<file path="src/rtl/chaser_sprite_if.sv">
// chaser_sprite_if: VGA pixel query and sprite-ROM bus between chaser_sprite and the layer mixer
interface chaser_sprite_if #(parameter int CW = 4, parameter int RW = 5);
  logic [9:0] pix_x;
  logic [9:0] pix_y;
  logic [CW-1:0] rom_col;
  logic [RW-1:0] rom_row;
  logic [11:0] rom_data;
  logic pixel_on;
  logic [11:0] rgb_out;
  modport master (output pix_x, pix_y, rom_data, input rom_col, rom_row, pixel_on, rgb_out);
  modport slave (input pix_x, pix_y, rom_data, output rom_col, rom_row, pixel_on, rgb_out);
endinterface

</file>
<file path="src/rtl/chaser_sprite.sv">
// chaser_sprite: pursuer sprite that chases a target inside a vertical zone and returns home otherwise
module chaser_sprite #(
  parameter int SPRITE_W = 16,
  parameter int SPRITE_H = 16,
  parameter int TARGET_W = 16,
  parameter int TARGET_H = 16,
  parameter int MAX_X = 640,
  parameter int MAX_Y = 480,
  parameter int HOME_X = 620,
  parameter int HOME_Y = 460,
  parameter int ZONE_Y_MIN = 297,
  parameter int STEP = 1,
  parameter int TICK_MAX = 4600000,
  parameter int ANIM_PERIOD = 20000000,
  parameter logic [11:0] TRANSPARENT = 12'h6DE
) (
  input logic clk,
  input logic reset,
  input logic enable,
  input logic [9:0] target_x,
  input logic [9:0] target_y,
  input logic [25:0] speed_offset,
  chaser_sprite_if.slave vid,
  output logic [9:0] pos_x,
  output logic [9:0] pos_y,
  output logic [1:0] state,
  output logic hit
);
  localparam int CW = $clog2(SPRITE_W);
  localparam int HW = $clog2(SPRITE_H);
  localparam logic signed [11:0] STP = 12'(STEP);
  localparam logic signed [11:0] X_HI = 12'(MAX_X - SPRITE_W);
  localparam logic signed [11:0] Y_HI = 12'(MAX_Y - SPRITE_H);
  typedef enum logic [1:0] {HOME = 2'b00, CHASE = 2'b01, RET = 2'b10} state_t;
  state_t st, st_n;
  logic [31:0] tcnt, lim, acnt;
  logic tick, in_zone, at_home, move, dir, frame, overlap, in_box, in_box_d, en_d;
  logic [9:0] gx, gy, nx, ny;
  logic [CW-1:0] dx;
  logic [HW-1:0] dy;
  function automatic logic [9:0] approach(input logic [9:0] p, input logic [9:0] g, input logic signed [11:0] hi);
    logic signed [11:0] d, n;
    d = $signed({2'b00, g}) - $signed({2'b00, p});
    n = $signed({2'b00, p}) + (d > STP ? STP : d < -STP ? -STP : d);
    approach = n[11] ? 10'd0 : n > hi ? hi[9:0] : n[9:0];
  endfunction
  // a speed_offset at or above TICK_MAX saturates the period instead of wrapping
  assign lim = {6'd0, speed_offset} >= 32'(TICK_MAX) ? 32'd1 : 32'(TICK_MAX) - {6'd0, speed_offset};
  assign tick = enable && tcnt == lim;
  assign in_zone = target_y >= 10'(ZONE_Y_MIN);
  assign at_home = pos_x == 10'(HOME_X) && pos_y == 10'(HOME_Y);
  assign state = st;
  assign gx = st == CHASE ? target_x : 10'(HOME_X);
  assign gy = st == CHASE ? target_y : 10'(HOME_Y);
  assign nx = approach(pos_x, gx, X_HI);
  assign ny = approach(pos_y, gy, Y_HI);
  assign move = tick && st != HOME;
  always_comb begin
    st_n = st;
    if (enable)
      st_n = in_zone ? CHASE : st == CHASE ? RET : (st == HOME || at_home) ? HOME : RET;
  end
  always_ff @(posedge clk or negedge reset)
    if (!reset) st <= HOME;
    else st <= st_n;
  assign overlap = {1'b0, pos_x} < {1'b0, target_x} + 11'(TARGET_W) &&
                   {1'b0, target_x} < {1'b0, pos_x} + 11'(SPRITE_W) &&
                   {1'b0, pos_y} < {1'b0, target_y} + 11'(TARGET_H) &&
                   {1'b0, target_y} < {1'b0, pos_y} + 11'(SPRITE_H);
  always_ff @(posedge clk or negedge reset)
    if (!reset) begin
      pos_x <= 10'(HOME_X);
      pos_y <= 10'(HOME_Y);
      dir <= 1'b1;
      tcnt <= '0;
      acnt <= '0;
      frame <= 1'b0;
      hit <= 1'b0;
      in_box_d <= 1'b0;
      en_d <= 1'b0;
    end else begin
      hit <= st == CHASE && overlap;
      in_box_d <= in_box;
      en_d <= enable;
      if (enable) begin
        tcnt <= tcnt >= lim ? '0 : tcnt + 32'd1;
        if (move) begin
          pos_x <= nx;
          pos_y <= ny;
          if (nx != pos_x) dir <= nx > pos_x;
        end
        // animation only runs while staying in CHASE; entering or leaving restarts at frame 0
        if (st_n != CHASE || st != CHASE) begin
          acnt <= '0;
          frame <= 1'b0;
        end else if (acnt == 32'(ANIM_PERIOD - 1)) begin
          acnt <= '0;
          frame <= ~frame;
        end else acnt <= acnt + 32'd1;
      end
    end
  assign in_box = vid.pix_x >= pos_x && {1'b0, vid.pix_x} < {1'b0, pos_x} + 11'(SPRITE_W) &&
                  vid.pix_y >= pos_y && {1'b0, vid.pix_y} < {1'b0, pos_y} + 11'(SPRITE_H);
  assign dx = vid.pix_x[CW-1:0] - pos_x[CW-1:0];
  assign dy = vid.pix_y[HW-1:0] - pos_y[HW-1:0];
  assign vid.rom_col = dir ? dx : ~dx;
  assign vid.rom_row = {frame, dy};
  assign vid.pixel_on = in_box_d && en_d && vid.rom_data != TRANSPARENT;
  assign vid.rgb_out = vid.pixel_on ? vid.rom_data : 12'h000;
endmodule

</file>
<file path="src/flat_wrapper.sv">
// flat-port wrapper written by rule: the top's interface ports become plain ports
module chaser_sprite_flat 
#(
  parameter int SPRITE_W = 16,
  parameter int SPRITE_H = 16,
  parameter int TARGET_W = 16,
  parameter int TARGET_H = 16,
  parameter int MAX_X = 640,
  parameter int MAX_Y = 480,
  parameter int HOME_X = 620,
  parameter int HOME_Y = 460,
  parameter int ZONE_Y_MIN = 297,
  parameter int STEP = 1,
  parameter int TICK_MAX = 4600000,
  parameter int ANIM_PERIOD = 20000000,
  parameter logic [11:0] TRANSPARENT = 12'h6DE
)
  (clk, reset, enable, target_x, target_y, speed_offset, pos_x, pos_y, state, hit, vid_pix_x, vid_pix_y, vid_rom_data, vid_rom_col, vid_rom_row, vid_pixel_on, vid_rgb_out);
  chaser_sprite_if #(.CW(4), .RW(5)) vid_i ();
  input logic clk;
  input logic reset;
  input logic enable;
  input logic [9:0] target_x;
  input logic [9:0] target_y;
  input logic [25:0] speed_offset;
  output logic [9:0] pos_x;
  output logic [9:0] pos_y;
  output logic [1:0] state;
  output logic hit;
  input wire logic [$bits(vid_i.pix_x)-1:0] vid_pix_x;
  input wire logic [$bits(vid_i.pix_y)-1:0] vid_pix_y;
  input wire logic [$bits(vid_i.rom_data)-1:0] vid_rom_data;
  output wire logic [$bits(vid_i.rom_col)-1:0] vid_rom_col;
  output wire logic [$bits(vid_i.rom_row)-1:0] vid_rom_row;
  output wire logic [$bits(vid_i.pixel_on)-1:0] vid_pixel_on;
  output wire logic [$bits(vid_i.rgb_out)-1:0] vid_rgb_out;
  assign vid_i.pix_x = vid_pix_x;
  assign vid_i.pix_y = vid_pix_y;
  assign vid_i.rom_data = vid_rom_data;
  assign vid_rom_col = vid_i.rom_col;
  assign vid_rom_row = vid_i.rom_row;
  assign vid_pixel_on = vid_i.pixel_on;
  assign vid_rgb_out = vid_i.rgb_out;
  chaser_sprite #(.SPRITE_W(SPRITE_W), .SPRITE_H(SPRITE_H), .TARGET_W(TARGET_W), .TARGET_H(TARGET_H), .MAX_X(MAX_X), .MAX_Y(MAX_Y), .HOME_X(HOME_X), .HOME_Y(HOME_Y), .ZONE_Y_MIN(ZONE_Y_MIN), .STEP(STEP), .TICK_MAX(TICK_MAX), .ANIM_PERIOD(ANIM_PERIOD), .TRANSPARENT(TRANSPARENT)) u_core (.clk(clk), .reset(reset), .enable(enable), .target_x(target_x), .target_y(target_y), .speed_offset(speed_offset), .vid(vid_i), .pos_x(pos_x), .pos_y(pos_y), .state(state), .hit(hit));
endmodule
</file>
<file path="config.mk">
export PLATFORM = sky130hd
export DESIGN_NAME = chaser_sprite_flat
export DESIGN_NICKNAME = d
export VERILOG_FILES = /design/src/rtl/chaser_sprite_if.sv /design/src/rtl/chaser_sprite.sv /design/src/flat_wrapper.sv
export SDC_FILE = /design/constraint.sdc
export NUM_CORES = 1
export LEC_CHECK = 0
export ABC_AREA = 1
export BUFFER_PORTS_ARGS = -buffer_cell sky130_fd_sc_hd__buf_2
export CAP_MARGIN = 20
export CORE_MARGIN = 5
export CORE_UTILIZATION = 41
export CTS_CLUSTER_SIZE = 28
export DETAILED_ROUTE_END_ITERATION = 7
export GPL_ROUTABILITY_DRIVEN = 0
export PLACE_DENSITY = 0.59
export SETUP_SLACK_MARGIN = 0.15
export SYNTH_ARGS = -nofsm -noshare
export SYNTH_HDL_FRONTEND = slang
export SYNTH_SLANG_ARGS = --single-unit
export TNS_END_PERCENT = 100
</file>
<file path="constraint.sdc">
create_clock -name clk -period 12 [get_ports clk]
set_input_delay 0.6 -clock clk [delete_from_list [all_inputs] [get_ports clk]]
set_output_delay 0.6 -clock clk [all_outputs]
set_load 0.02 [all_outputs]
</file>
==> results of run 1 <==
## metrics by stage
stage	hold WS [ns]	total power [W]	instance area (um^2)	setup WS, ns	util
global route	0.177	0.00134	12400	4.44	0.461
global placement	0.492	0.000949	12100	5.38	0.451
CTS	0.162	0.00123	12400	5.16	0.461
floorplan	0.304	0.000803	11200	6.06	-
detailed placement	0.490	0.000957	12100	5.19	0.451
finish	0.159	0.00122	12400	5.06	0.461
## cell type report
class	instances	area, um^2
Clock buffer	14	254
Clock inverter	2	12.5
Fill cell	2809	14500
Inverter	255	957
Multi-Input combinational cell	1274	7790
Sequential cell	91	2290
Tap cell	341	427
Timing Repair Buffer	127	643
## layout by cell type, fill, tap and decap left out, types with 10 or more instances in the layout
master / count
nand2_1: 356
nand4_1: 45
inv_1: 239
dfrtp_1: 80
nand3_1: 101
nor2_2: 15
ha_1: 160
o21ai_0: 51
a31oi_1: 10
xnor2_1: 28
dfstp_2: 11
inv_2: 13
nor2_1: 173
nand2_2: 13
nor3_1: 46
buf_2: 124
xor2_1: 49
a21oi_1: 96
nor4_1: 21
## state kept, by name, indices dropped and copies added (netlist names)
register and count:
u_core.acnt 32, u_core.tcnt 32, u_core.pos_x 10, u_core.pos_y 10
u_core.state 2, u_core.dir 1, u_core.en_d 1, u_core.frame 1
u_core.hit 1, u_core.in_box_d 1
## power by group through the flow
stage                     Clock [W]  Sequential, W  Combinational, W
after floorplan                   0       0.000366          0.000437
after global placement            0       0.000376          0.000573
after detailed placement          0       0.000376          0.000581
after CTS                  0.000274       0.000371          0.000585
after global routing       0.000286       0.000376          0.000676
final                      0.000263       0.000372          0.000586
## logic make-up (layout without fill, tap and decap cells)
family,after synthesis,count (layout),synth area share
simple gates,815,815,0.334
mux,1,1,0.000897
flops,91,91,0.205
other cells,1,2,0.000336
fa+ha+maj,166,166,0.190
buf+inv,275,398,0.0965
xor+xnor,80,80,0.0648
compound gates,210,210,0.108
## worst min path at each step
stage / to / slack [ns] / cells after the start
3_3_place_gp: u_core.frame / 0.49 / 2
5_1_grt: u_core.tcnt[19] / 0.18 / 1
4_1_cts: u_core.tcnt[19] / 0.16 / 1
3_5_place_dp: u_core.frame / 0.49 / 2
2_1_floorplan: u_core.acnt[0] / 0.30 / 0
6_report: u_core.tcnt[19] / 0.16 / 1
## layer usage
metal | vias up | share of wire | global-route usage | wire length [um]
met2 | 232 | 0.45 | 0.331 | 13800
li1 | 5641 | - | - | -
met3 | 30 | 0.040 | 0.0281 | 1230
met4 | 0 | 0.010 | 0.0370 | 312
met5 | - | 0 | 0 | 0
met1 | 4888 | 0.50 | 0.277 | 15200
## worst max-delay path, delay by kind of cell, from the launching register on
| kind | cells | cell delay (ns) |
|---|---|---|
| adder cells (fa/ha/maj) | 4 | 1.21 |
| AND/OR/NAND/NOR | 23 | 3.28 |
| buffers and inverters | 7 | 0.92 |
| flip-flops | 1 | 0.43 |
| multiplexers | 1 | 0.20 |
| AO/OA/AOI/OAI | 5 | 0.81 |
==> flow_summary.toml, run 1 <==
[cts]
tritoncts = "built"
post_cts_buffers = 0
cts.hold.buffers_added = 0
ctsResizeCount = 0
clk_latency_ns = 0.34
cts_sinks = 91
clk_pin_slew_ns = 0.07
cts_max_level = 3
clockRootBuffer = "clkbuf_16"
cts_max_path_buffers = 2
cts_buffers = 9

[finish]
stdcell_count = 2104
antenna_cells = 0
area_growth_syn_to_layout_pct = 10.9
drive_gt1_frac = 0.134
final_nets = 2005

[yosys]
syn_area_per_cell_um2 = 6.81
synth_area_um2 = 11200
yosys_warnings = 0
synthArstFlopShare = 1.00
synth_top_area_share = 0.179
synth_edf_count = 0
synth_ff_type = "dfrtp_1"
synth_most_common_cell = "nand2_1"
synth_cell_types = 64
synth.largest_area_cell = "dfrtp_1"
synth_seq_cells = 91
yosys-top-cells-area = "dfrtp_1, ha_1, nand2_1"
ys_seq_area_frac = 0.205
yosys-top-cells-count = "nand2_1, inv_1, nor2_1"
synthCells = 1639

[pwr]
pwr-share-seq = 0.304
intPower_w = 0.000694
ir_worst_vdd_uv = 70.7
p_sw_w = 0.000528
powerDensity_nw_per_um2 = 98.7
share_clk_of_total_power = 0.216
leakagePower_nw = 6.37
swShare = 0.432
power.share.combinational = 0.480

[drt]
routed_wl_um = 30500
drc = 0
drt_iter0_drc = 635
vias = 10800
drt_pass1_iterations = 5
post_drt_wl_per_cell_um = 14.5
avgViaCountPerCell = 5.13
antenna_left = 0

[global_routing]
grt_max_degree = 67
grt_pass1_wl_um = 51300
grt-ovfl-total = 0
grt_pass1_vias = 10500
track_usage = 0.198
antenna_found_initial = 0

[timing]
hold_viol = 0
drv_slew = 0
rsz0062_at_grt = "no"
fin_worst_skew_ns = 0.00999
fmax_mhz = 144
relSlewSlack = 0.436
tightest_slew_ns = 0.843
tns_ns = 0
fin_crit_sh = 0.579
setup_viol = 0
period_needed_ns = 6.94

[worst_setup_path]
required_ns = 12.27
r2r_start = "u_core.state[1]"
timing.rr.end = "u_core.dir"
critPathArrivalTime_ns = 7.21
worst-r2r-cell-count = 40
cp_slowest_cell = "dfrtp_1"
timing.setup.critical_path_class = "register to register"
cp-endpoint = "u_core.dir"
cp_common_cell = "nand2_1"
endpoint_kind = "register"
rrSetupSlack_ns = 5.06
critical_path.max_stage_delay_ns = 0.43
start_kind = "register"
critPathMaxFanout = 13
crit_start = "u_core.state[1]"

[worst_hold_path]
hold_class = "input port to async pin"

[floorplan]
coreArea_um2 = 26900
start_util = 0.415
num_rows = 60
die_h_um = 175
io_pins = 126
fp.dieW_um = 175
die_area_um2 = 30600

[place]
port_buffers = 125
hpwlAfterDp_um = 25000
dp_cells = 2088

[run_status]
outcome = "completed"

[job]
max-cap-violations = 0
Note: power is estimated with default switching activity, not from simulation.
==> inputs of run 2 (changes only) <==
--- a/config.mk
+++ b/config.mk
@@ -13,7 +13,7 @@
 export CTS_CLUSTER_SIZE = 28
 export DETAILED_ROUTE_END_ITERATION = 7
 export GPL_ROUTABILITY_DRIVEN = 0
-export PLACE_DENSITY = 0.59
+export PLACE_DENSITY = 0.62
 export SETUP_SLACK_MARGIN = 0.15
 export SYNTH_ARGS = -nofsm -noshare
 export SYNTH_HDL_FRONTEND = slang
==> constraint.sdc (replaced) <==
create_clock -name clk -period 6 [get_ports clk]
set_input_delay 0.3 -clock clk [delete_from_list [all_inputs] [get_ports clk]]
set_output_delay 0.3 -clock clk [all_outputs]
set_load 0.02 [all_outputs]
==> run 2 against run 1 <==
- largest cell class unchanged
- power rose by 120%
- utilization rose by 2.7 points
- critical path depth fell by 3
- critical path type unchanged
- non-clock buffer count rose by 43
==> flow_summary.toml, run 2 (synthesis results as in run 1) <==
[worst_setup_path]
worst-r2r-cell-count = 37
rrSetupSlack_ns = 0.23
critPathMaxFanout = 6
critical_path.max_stage_delay_ns = 0.41
required_ns = 6.28
timing.setup.critical_path_class = "register to register"
r2r_start = "u_core.state[0]"
crit_start = "u_core.state[0]"
cp_common_cell = "nand2_1"
critPathArrivalTime_ns = 6.05
start_kind = "register"
timing.rr.end = "u_core.dir"
endpoint_kind = "register"
cp_slowest_cell = "dfrtp_2"

[global_routing]
grt_pass1_vias = 10600
grt_pass1_wl_um = 51400
antenna_found_initial = 0
grt-ovfl-total = 0
grt_max_degree = 66
track_usage = 0.200

[place]
post-place-ws_ns = -0.102
hpwlAfterDp_um = 25400
port_buffers = 125

[worst_hold_path]
holdPathStages = 1
hold_path_end = "u_core.en_d"
hold_class = "input port to register"
worstHoldStart = "enable"

[run_status]
outcome = "completed"

[drt]
drt_iter0_drc = 739
post_drt_wl_per_cell_um = 15.0
routed_wl_um = 32100
avgViaCountPerCell = 5.22
antenna_left = 0
drc = 0
drt_pass1_iterations = 7
vias = 11200

[pwr]
report.power.total_w = 0.00269
leakagePower_nw = 6.63
ir_worst_vdd_uv = 132
powerDensity_nw_per_um2 = 205

[floorplan]
die_h_um = 175
num_rows = 60
coreArea_um2 = 26900
fp.dieW_um = 175
start_util = 0.415
io_pins = 126
die_area_um2 = 30600

[finish]
num-fill-cells = 2749
antenna_cells = 0
multi_input_area_um2 = 8120
final_nets = 2048
area_growth_syn_to_layout_pct = 17.3
drive_gt1_frac = 0.189
register_area_um2 = 2290
reg_top3 = "u_core.acnt: 32 flops, u_core.tcnt: 32 flops"
layout_common_cells = "nand2_1, inv_1, nor2_1, ha_1, buf_2"
final_common_cell = "nand2_1"

[cts]
cts_max_path_buffers = 2
clk_latency_ns = 0.35
cts_max_level = 3
clockRootBuffer = "clkbuf_16"
tritoncts = "built"
cts_sinks = 91
cts_buffers = 9
clk_pin_slew_ns = 0.07

[timing]
fmax_mhz = 173
fin_ws_ns = 0.232
tns_ns = 0
period_needed_ns = 5.77
holdWs_ns = 0.383
fin_worst_skew_ns = 0.0103
setup_viol = 0
fin_crit_sh = 0.961
hold_viol = 0
drv_slew = 0
relSlewSlack = 0.454
tightest_slew_ns = 0.819
rsz0062_at_grt = "yes"

[job]
max-cap-violations = 0
[run 2: timing repair]
action	in CTS	in global routing
resized for setup	7	65
endpoints found under the setup margin	1	10
pin swaps	3	40
endpoints found under the hold margin	26	0
setup buffers	4	16
hold buffers	1	0
[run 2: how the worst max path moves through the flow]
stage                 endpoint  cells after the start
floorplan           u_core.dir                     37
global placement    u_core.dir                     37
detailed placement  u_core.dir                     37
CTS                 u_core.dir                     35
global route        u_core.dir                     37
finish              u_core.dir                     37
[run 2: worst max-delay path, delay by kind of cell, from the launching register on]
family	cells	cell delay, ns
xor gates and xnor gates	2	0.33
adders and majority gates	6	1.64
buffers and inverters	6	0.47
DFF	1	0.41
muxes	1	0.19
and+or+nand+nor	22	2.64
[run 2: area by class of cell]
type / instances / share of cell area
sequential: 91 / 0.175
clock inverter: 6 / 0.00554
tap: 341 / 0.0326
multi-input combinational: 1274 / 0.620
clock buffer: 10 / 0.0182
timing repair buffer: 170 / 0.0745
inverter: 255 / 0.0740
[run 2: power by group]
part	switching, W	internal [W]	leakage [nW]
clock network	0.000260	0.000338	0.149
registers	0.0000642	0.000662	1.19
logic	0.000836	0.000527	5.29
total	0.00116	0.00153	6.63
[run 2: per-stage QoR]
step	util	cells	cell area, um^2
after floorplan	-	1640	11200
final	0.487	2147	13100
after global placement	0.457	2110	12300
after CTS	0.471	2131	12700
after global routing	0.487	2147	13100
after detailed placement	0.457	2110	12300
[run 2: routing by layer]
metal / vias to the layer above / share of wire / track usage
li1: 5731 / - / -
met1: 5136 / 0.48 / 0.279
met2: 288 / 0.46 / 0.334
met3: 48 / 0.046 / 0.0160
met4: 0 / 0.020 / 0.0560
met5: - / 0 / 0
